### config.mk
export PLATFORM = sky130hd
export DESIGN_NAME = wave_dac_spi
export DESIGN_NICKNAME = d
export VERILOG_FILES = /design/src/rtl/wave_dac_spi.sv
export SDC_FILE = /design/constraint.sdc
export NUM_CORES = 1
export LEC_CHECK = 0
export CORE_MARGIN = 4
export CORE_UTILIZATION = 56
export DETAILED_ROUTE_END_ITERATION = 6
export GPL_TIMING_DRIVEN = 0
export PLACE_DENSITY_LB_ADDON = 0.3
export SYNTH_ARGS = -nofsm -noshare
export SYNTH_HDL_FRONTEND = slang
export SYNTH_SLANG_ARGS = --single-unit
### constraint.sdc
create_clock -name clk_i -period 4.8 [get_ports clk_i]
set_input_delay 0.72 -clock clk_i [delete_from_list [all_inputs] [get_ports clk_i]]
set_output_delay 0.72 -clock clk_i [all_outputs]
set_load 0.01 [all_outputs]
### src/rtl/wave_dac_spi.sv
// Waveform-to-DAC bridge: samples the generator output at a programmable rate, saturates to
// 12 bits, buffers in a small FIFO and shifts each sample out as an MCP4921-style SPI frame.
module wave_dac_spi #(
    parameter int FIFO_DEPTH = 4,
    parameter int SRATE_W    = 16
) (
    input  logic        clk_i,
    input  logic        rst_i,
    input  logic [3:0]  wstrb_i,
    input  logic [31:0] addr_i,
    input  logic [31:0] wdata_i,
    output logic [31:0] rdata_o,
    input  logic [31:0] wave_i,
    output logic        dac_cs_n_o,
    output logic        dac_sck_o,
    output logic        dac_mosi_o,
    output logic        dac_ldac_n_o
);

    localparam int PTR_W = $clog2(FIFO_DEPTH);
    localparam int LVL_W = PTR_W + 1;

    typedef enum logic [2:0] {
        S_IDLE,
        S_SETUP,
        S_SHIFT,
        S_HOLD,
        S_LDAC
    } state_t;

    logic               en_q;
    logic [3:0]         cfg_q;
    logic [SRATE_W-1:0] srate_q;
    logic [7:0]         sckdiv_q;
    logic               ovf_q;

    logic [SRATE_W-1:0] cnt_q;
    logic [SRATE_W-1:0] cnt_d;

    logic [11:0]        fifoMem [FIFO_DEPTH];
    logic [PTR_W-1:0]   wrPtr_q;
    logic [PTR_W-1:0]   rdPtr_q;
    logic [LVL_W-1:0]   level_q;
    logic [LVL_W-1:0]   level_d;

    state_t             state_q;
    logic               csN_q;
    logic               sck_q;
    logic               mosi_q;
    logic               ldacN_q;
    logic [15:0]        shreg_q;
    logic [7:0]         hLat_q;
    logic [7:0]         hCnt_q;
    logic [4:0]         halfCnt_q;

    logic        wrEn;
    logic [1:0]  regSel;
    logic        ctrlWr;
    logic        srateWr;
    logic        sckdivWr;
    logic        statusWr;
    logic        flush;
    logic        tick;
    logic        full;
    logic        empty;
    logic        pop;
    logic        push;
    logic        ovfSet;
    logic        hDone;
    logic [11:0] satSample;
    logic        unusedBits;

    assign unusedBits = ^{addr_i[31:4], addr_i[1:0], wdata_i[31:8]};

    always_comb begin
        wrEn     = |wstrb_i;
        regSel   = addr_i[3:2];
        ctrlWr   = wrEn && (regSel == 2'd0);
        srateWr  = wrEn && (regSel == 2'd1);
        sckdivWr = wrEn && (regSel == 2'd2);
        statusWr = wrEn && (regSel == 2'd3);
        flush    = ctrlWr && wdata_i[1];
    end

    always_ff @(posedge clk_i) begin
        if (rst_i) begin
            en_q     <= 1'b0;
            cfg_q    <= 4'b0011;
            srate_q  <= SRATE_W'(999);
            sckdiv_q <= 8'd0;
        end else begin
            if (ctrlWr) begin
                en_q  <= wdata_i[0];
                cfg_q <= wdata_i[7:4];
            end
            if (srateWr) begin
                srate_q <= wdata_i[SRATE_W-1:0];
            end
            if (sckdivWr) begin
                sckdiv_q <= wdata_i[7:0];
            end
        end
    end

    // Rate divider: a tick fires on the last count of each SRATE+1 period.
    always_comb begin
        tick  = en_q && (cnt_q == srate_q);
        cnt_d = cnt_q + SRATE_W'(1);
        if (!en_q || srateWr || tick) begin
            cnt_d = '0;
        end
    end

    always_ff @(posedge clk_i) begin
        if (rst_i) begin
            cnt_q <= '0;
        end else begin
            cnt_q <= cnt_d;
        end
    end

    always_comb begin
        satSample = (wave_i > 32'd4095) ? 12'hFFF : wave_i[11:0];
        full      = (level_q == LVL_W'(FIFO_DEPTH));
        empty     = (level_q == '0);
        pop       = (state_q == S_IDLE) && !empty;
        push      = tick && !flush && (!full || pop);
        ovfSet    = tick && !flush && full && !pop;
        level_d   = level_q;
        if (flush) begin
            level_d = '0;
        end else if (push && !pop) begin
            level_d = level_q + LVL_W'(1);
        end else if (pop && !push) begin
            level_d = level_q - LVL_W'(1);
        end
    end

    always_ff @(posedge clk_i) begin
        if (push) begin
            fifoMem[wrPtr_q] <= satSample;
        end
    end

    // Flush drops the queue outright; a frame already popped keeps running.
    always_ff @(posedge clk_i) begin
        if (rst_i) begin
            wrPtr_q <= '0;
            rdPtr_q <= '0;
            level_q <= '0;
            ovf_q   <= 1'b0;
        end else begin
            level_q <= level_d;
            if (flush) begin
                wrPtr_q <= '0;
                rdPtr_q <= '0;
            end else begin
                if (push) begin
                    wrPtr_q <= wrPtr_q + PTR_W'(1);
                end
                if (pop) begin
                    rdPtr_q <= rdPtr_q + PTR_W'(1);
                end
            end
            if (ovfSet) begin
                ovf_q <= 1'b1;
            end else if (statusWr && wdata_i[4]) begin
                ovf_q <= 1'b0;
            end
        end
    end

    assign hDone = (hCnt_q == hLat_q);

    // SCK toggles at the end of every half-period; odd half counts are falling edges.
    always_ff @(posedge clk_i) begin
        if (rst_i) begin
            state_q   <= S_IDLE;
            csN_q     <= 1'b1;
            sck_q     <= 1'b0;
            mosi_q    <= 1'b0;
            ldacN_q   <= 1'b1;
            shreg_q   <= '0;
            hLat_q    <= '0;
            hCnt_q    <= '0;
            halfCnt_q <= '0;
        end else begin
            case (state_q)
                S_IDLE: begin
                    if (pop) begin
                        shreg_q <= {cfg_q, fifoMem[rdPtr_q]};
                        mosi_q  <= cfg_q[3];
                        csN_q   <= 1'b0;
                        hLat_q  <= sckdiv_q;
                        hCnt_q  <= '0;
                        state_q <= S_SETUP;
                    end
                end
                S_SETUP: begin
                    if (hDone) begin
                        hCnt_q    <= '0;
                        halfCnt_q <= '0;
                        state_q   <= S_SHIFT;
                    end else begin
                        hCnt_q <= hCnt_q + 8'd1;
                    end
                end
                S_SHIFT: begin
                    if (hDone) begin
                        hCnt_q    <= '0;
                        sck_q     <= ~sck_q;
                        halfCnt_q <= halfCnt_q + 5'd1;
                        if (sck_q) begin
                            if (halfCnt_q == 5'd31) begin
                                state_q <= S_HOLD;
                            end else begin
                                shreg_q <= {shreg_q[14:0], 1'b0};
                                mosi_q  <= shreg_q[14];
                            end
                        end
                    end else begin
                        hCnt_q <= hCnt_q + 8'd1;
                    end
                end
                S_HOLD: begin
                    if (hDone) begin
                        hCnt_q  <= '0;
                        csN_q   <= 1'b1;
                        mosi_q  <= 1'b0;
                        ldacN_q <= 1'b0;
                        state_q <= S_LDAC;
                    end else begin
                        hCnt_q <= hCnt_q + 8'd1;
                    end
                end
                S_LDAC: begin
                    if (hDone) begin
                        hCnt_q  <= '0;
                        ldacN_q <= 1'b1;
                        state_q <= S_IDLE;
                    end else begin
                        hCnt_q <= hCnt_q + 8'd1;
                    end
                end
                default: begin
                    state_q <= S_IDLE;
                end
            endcase
        end
    end

    always_comb begin
        rdata_o = '0;
        case (regSel)
            2'd0: begin
                rdata_o[0]   = en_q;
                rdata_o[7:4] = cfg_q;
            end
            2'd1: rdata_o[SRATE_W-1:0] = srate_q;
            2'd2: rdata_o[7:0]         = sckdiv_q;
            default: begin
                rdata_o[LVL_W-1:0] = level_q;
                rdata_o[4]         = ovf_q;
                rdata_o[5]         = (state_q != S_IDLE);
            end
        endcase
    end

    assign dac_cs_n_o   = csN_q;
    assign dac_sck_o    = sck_q;
    assign dac_mosi_o   = mosi_q;
    assign dac_ldac_n_o = ldacN_q;

endmodule
* Yosys cells after proc, flatten, opt, wreduce, memory -nomap -nowiden *
Memories as Yosys holds them, arrays and structs flattened. A register that Yosys moved wholly into a read port is not among the register bits.
Cells that the tools add are included.

storage, ports and cells
  memories kept = 1
  bits in writable memories = 48
  logic and storage cells = 139
  flip-flop bits (word level) = 96
  latch bits = 0
  input bits = 102
  output and inout port bits = 36
  memory bits (read-only) = 0

memory list
  name     words  bits a word  read ports  clocked after memory_dff  write ports  line  text
  fifoMem  4      12           1           1                         1            40    logic [11:0] fifoMem [FIFO_DEPTH];

operators by class
  reduce and logical (&&, ||, !) cells = 48
  shift operators = 0
  bitwise gates (word level) = 1
  div/mod/pow operators = 0
  magnitude comparators = 1
  $add $sub $neg = 7
  muxes and demuxes = 44
  multipliers = 0
  equal/unequal tests = 19

operators by type and width
  operator                                                          number
  2-to-1 mux 15 bit                                                 4
  greater-than comparator 32 x 12 -> 1 bit (second input constant)  1
  case mux 15 bit (2 select lines)                                  1
  2-to-1 mux 3 bit                                                  9
  2-to-1 mux 8 bit                                                  3
  case mux 2 bit (3 select lines)                                   3
  adder 16 x 1 -> 16 bit (second input constant)                    1
  equality test 16 bit                                              1
  inequality test 2 bit (second input constant)                     8
  case mux 8 bit (2 select lines)                                   1
  case mux 3 bit (5 select lines)                                   1
  logical AND 1 bit                                                 14
  nonzero test 2 bit                                                7
  2-to-1 mux 12 bit                                                 1
  2-to-1 mux 1 bit                                                  11
  2-to-1 mux 5 bit                                                  2
  case mux 5 bit (2 select lines)                                   1
  AND reduction 3 bit                                               3
  adder 8 x 1 -> 8 bit (second input constant)                      1
  equality test 8 bit                                               1
  OR reduction 4 bit                                                2
  AND reduction 7 bit                                               1
  equality test 3 x 2 -> 1 bit (second input constant)              2
  equality test 3 bit (second input constant)                       2
  other kinds (21)                                                  39

* Logic depth before layout (Yosys ltp) *
  depth after elaboration = 10
  depth in mapped cells = 12
  gate-level depth less buffers = 12

* Least setup slack after synthesis *
No wires, ideal clock.

  kind = input to register
  start = in wstrb_i[1]
  end = reg level_q[2]
  library setup time = 0.126 ns
  stages on the path = 11
  setup slack = 2.067 ns
  arrival = 2.607 ns
  cells stage by stage = or4_1 > nand3_1 > nand3_1 > nor2_1 > ha_1 > inv_1 > fa_1 > xor2_1 > nor2_1 > xnor2_1 > nor2_1

on the way
  longest elaborated chain between the ends = 9

RTL lines
  what                                 line  text
  start, declared                      9     input logic [3:0] wstrb_i,
  OR reduction 4 bit *                 76    wrEn = |wstrb_i;
  logical AND 1 bit *                  78    ctrlWr = wrEn && (regSel == 2'd0);
  logical AND 1 bit *                  82    flush = ctrlWr && wdata_i[1];
  logical NOT 1 bit *                  127   push = tick && !flush && (!full || pop);
  logical AND 1 bit * (2 in series)    127
  net push                             67    logic push;
  logical NOT 1 bit                    134   end else if (pop && !push) begin
  logical AND 1 bit                    134
  nonzero test 2 bit (no source line)  n/a
  end signal, assigned                 153   level_q <= level_d;
  end, declared                        43    logic [LVL_W-1:0] level_q;

Mark *: on every way through the listed nets, which the timed path passes. The rest lies on a longest branch.
A chain may end at the register's enable or synchronous reset.

* Worst setup path in the final report *
  start = in addr_i[3]
  end = out rdata_o[1]

on the way
  longest elaborated chain between the ends = 2

RTL lines
  what                                         line  text
  start, declared                              10    input logic [31:0] addr_i,
  equality test 2 bit (tied with other cells)  254   case (regSel)
  case mux 2 bit (3 select lines) *            254
  end, declared                                12    output logic [31:0] rdata_o,

Mark *: on every way between the ends. The rest lies on a longest branch, timed or not.

==> impl_metrics.toml <==
[power]
totalPowerFinal_mw = 3.61
power.density_mw_per_mm2 = 430
p_leak_nw = 3.13
peakVddDrop_mv = 0.276

[setup_path]
crit_buf_inv = 5
cp_data_required_time_ns = 4.08
crit_path_max_fanout = 10
critPathLaunchType = "input port"
cp-end-kind = "output pin"
max_stage_delay_ns = 0.60
crit_family = "buffers and inverters"
critical_path_arrival_ns = 3.14
critical_path.cell_chain = "clkdlybuf4s50_1 > inv_1 > ha_1 > clkbuf_1 > clkbuf_1 > a22oi_1 > o21ai_0 > clkdlybuf4s50_1"
cpMaxStageDelayCell = "clkdlybuf4s50_1"
criticalPathCategory = "input port to output pin"

[clock_network]
cts_hold_buffers = 0
numCtsBuffers = 17
path_clk_slew_ns = 0.06
tritoncts = "built"
clkLatencyLatePin_ns = 0.44
cts_htree_levels = 4
cts.path.max_buffers = 2
clock_sinks = 146
cts-root-buf = "clkbuf_16"
post_cts_resized = 0
post_cts_buffers = 0

[sta]
maxSlewHeadroom = 0.434
setup_tns_ns = 0
hold_ws_ns = 0.468
worstMarginPinSlew_ns = 0.844
setup_viol = 0
fmax_mhz = 259
hold_viol = 0
post-route-period-util = 0.805
slew_violations = 0
min_period_ns = 3.86
grt_setup_unrepaired = "false"
clock_skew_ns = 0.00881

[yosys]
syn_inst = 662
netlist_area_mm2 = 0.00685
yosysTopAreaCell = "dfxtp_1"
async_flop_share = 0
syn_area_per_cell_um2 = 10.4
synthTopCellsByArea = "dfxtp_1 29%, edfxtp_1 21%, nand2_1 5.0%, mux4_2 3.9%, xnor2_1 3.2%"
synth_edf_count = 48
ys_warn_count = 0
synth-seq-cells = 146
synth.distinct_cells = 57
synth.top_cells.by_count = "98 x dfxtp_1, 92 x nand2_1, 48 x edfxtp_1"
synth_top_area_share = 0.286
yosysSeqAreaShare = 0.497
ys.flop_type = "dfxtp_1"
synth_most_common_cell = "dfxtp_1"

[grt]
antenna_found_initial = 0
grt_pass1_vias = 5331
grt_max_degree = 17
grt_usage = 0.243
grt_pass1_wl_mm = 27.0
grt_overflow_total = 0

[placement]
place_inst = 898
place_area_mm2 = 0.00784
routabilityCongestion = 0.905
port_buffers = 74
dp_hpwl_mm = 12.0

[floorplanning]
die_area_mm2 = 0.0141
std_cell_rows = 40
start_util = 0.571
die_w_um = 119
core_area_mm2 = 0.0120
io_pins = 138
die_y_um = 119

[detailed_routing]
vias = 5408
ant_nets = 0
wl_per_cell_um = 17.8
drc = 0
drtIter0Drc = 515
viasPerCell = 5.82
first_pass_iters = 7
totalWireLength_mm = 16.6

[finish]
fin_cells = 930
syn2layout_area_growth_pct = 22.7
nets = 887
diodes = 0
n_fill_cell = 896
layout-drive-gt1-share = 0.107
finalInstanceArea_mm2 = 0.00841

[status]
status = "finished, final reports clean"

[worst_hold_path]
hp-class = "register to register"

[job]
cap_viol_max_count = 0
layout by cell type (no fill, tap or decap), drive strengths merged, types with 16 or more instances in the layout:
cell	netlist	layout
mux2i	18	18
dfxtp	98	98
inv	11	19
a21oi	41	41
nor2	40	40
nand3	22	22
xor2	24	24
clkbuf	29	46
xnor2	25	25
clkdlybuf4s50	0	74
nand2	92	92
buf	26	26
conb	1	16
edfxtp	48	48
layout make-up:
type                            count  area (um2)  area share
Clock inverter                     15         146      0.0174
Timing Repair Buffer               74         741      0.0881
Buffer                             55         288      0.0342
Tap cell                          147         184      0.0219
Clock buffer                       17         425      0.0506
Multi-Input combinational cell    464        3170       0.378
Sequential cell                   146        3400       0.405
Inverter                           12        45.0     0.00536
sequential cells by signal, indices dropped and copies added (netlist names), 4 cells and up, named ones only:
register,count
halfCnt_q,5
cfg_q,4
hLat_q,8
cnt_q,16
srate_q,16
sckdiv_q,8
hCnt_q,8
shreg_q,15
fifoMem,48
cell families (layout without fill, tap and decap cells):
family	count (synthesis)	in the layout	share of synthesized area
AOI/OAI and AO/OA	94	94	0.0966
xor gates and xnor gates	49	49	0.0626
adders and majority gates	15	15	0.0285
buffers and inverters	67	173	0.0486
DFF	146	146	0.497
muxes	31	31	0.0674
other	1	16	0.000547
and+or+nand+nor	259	259	0.199
worst reg2reg max path: cells and delay by family (launching register included):
kind | cells | cell delay, ns
adders and majority gates | 2 | 0.64
buffers and inverters | 3 | 0.65
DFF | 1 | 0.39
xor gates and xnor gates | 2 | 0.30
and+or+nand+nor | 4 | 0.82
where the power goes:
group          internal, mW  switching [mW]
Sequential             1.33          0.0659
Combinational         0.368           0.550
Clock                 0.727           0.570
per-stage QoR:
step / setup slack [ns] / utilization
3_5_place_dp: 0.972 / 0.652
4_1_cts: 0.966 / 0.700
6_report: 0.935 / 0.700
3_3_place_gp: 0.953 / 0.652
5_1_grt: 0.804 / 0.700
2_1_floorplan: 2.07 / -
final timing paths:
check,from,to,slack [ns],depth (start not counted)
worst max-delay path,addr_i[3],rdata_o[1],0.94,8
worst min-delay path,sckdiv_q[1],hLat_q[1],0.47,2
worst max register to register,level_q[0],level_q[2],1.88,11
worst min register to register,sckdiv_q[1],hLat_q[1],0.47,2
routing by layer:
metal,part of all wire,vias up,global-route usage,routed length [um]
met5,0,-,0,0
met3,0.071,35,0.0660,1170
li1,-,2551,-,-
met1,0.42,2608,0.310,6920
met4,0.022,0,0.0920,372
met2,0.49,214,0.394,8120
No activity file was read; power rests on OpenSTA's default activity.
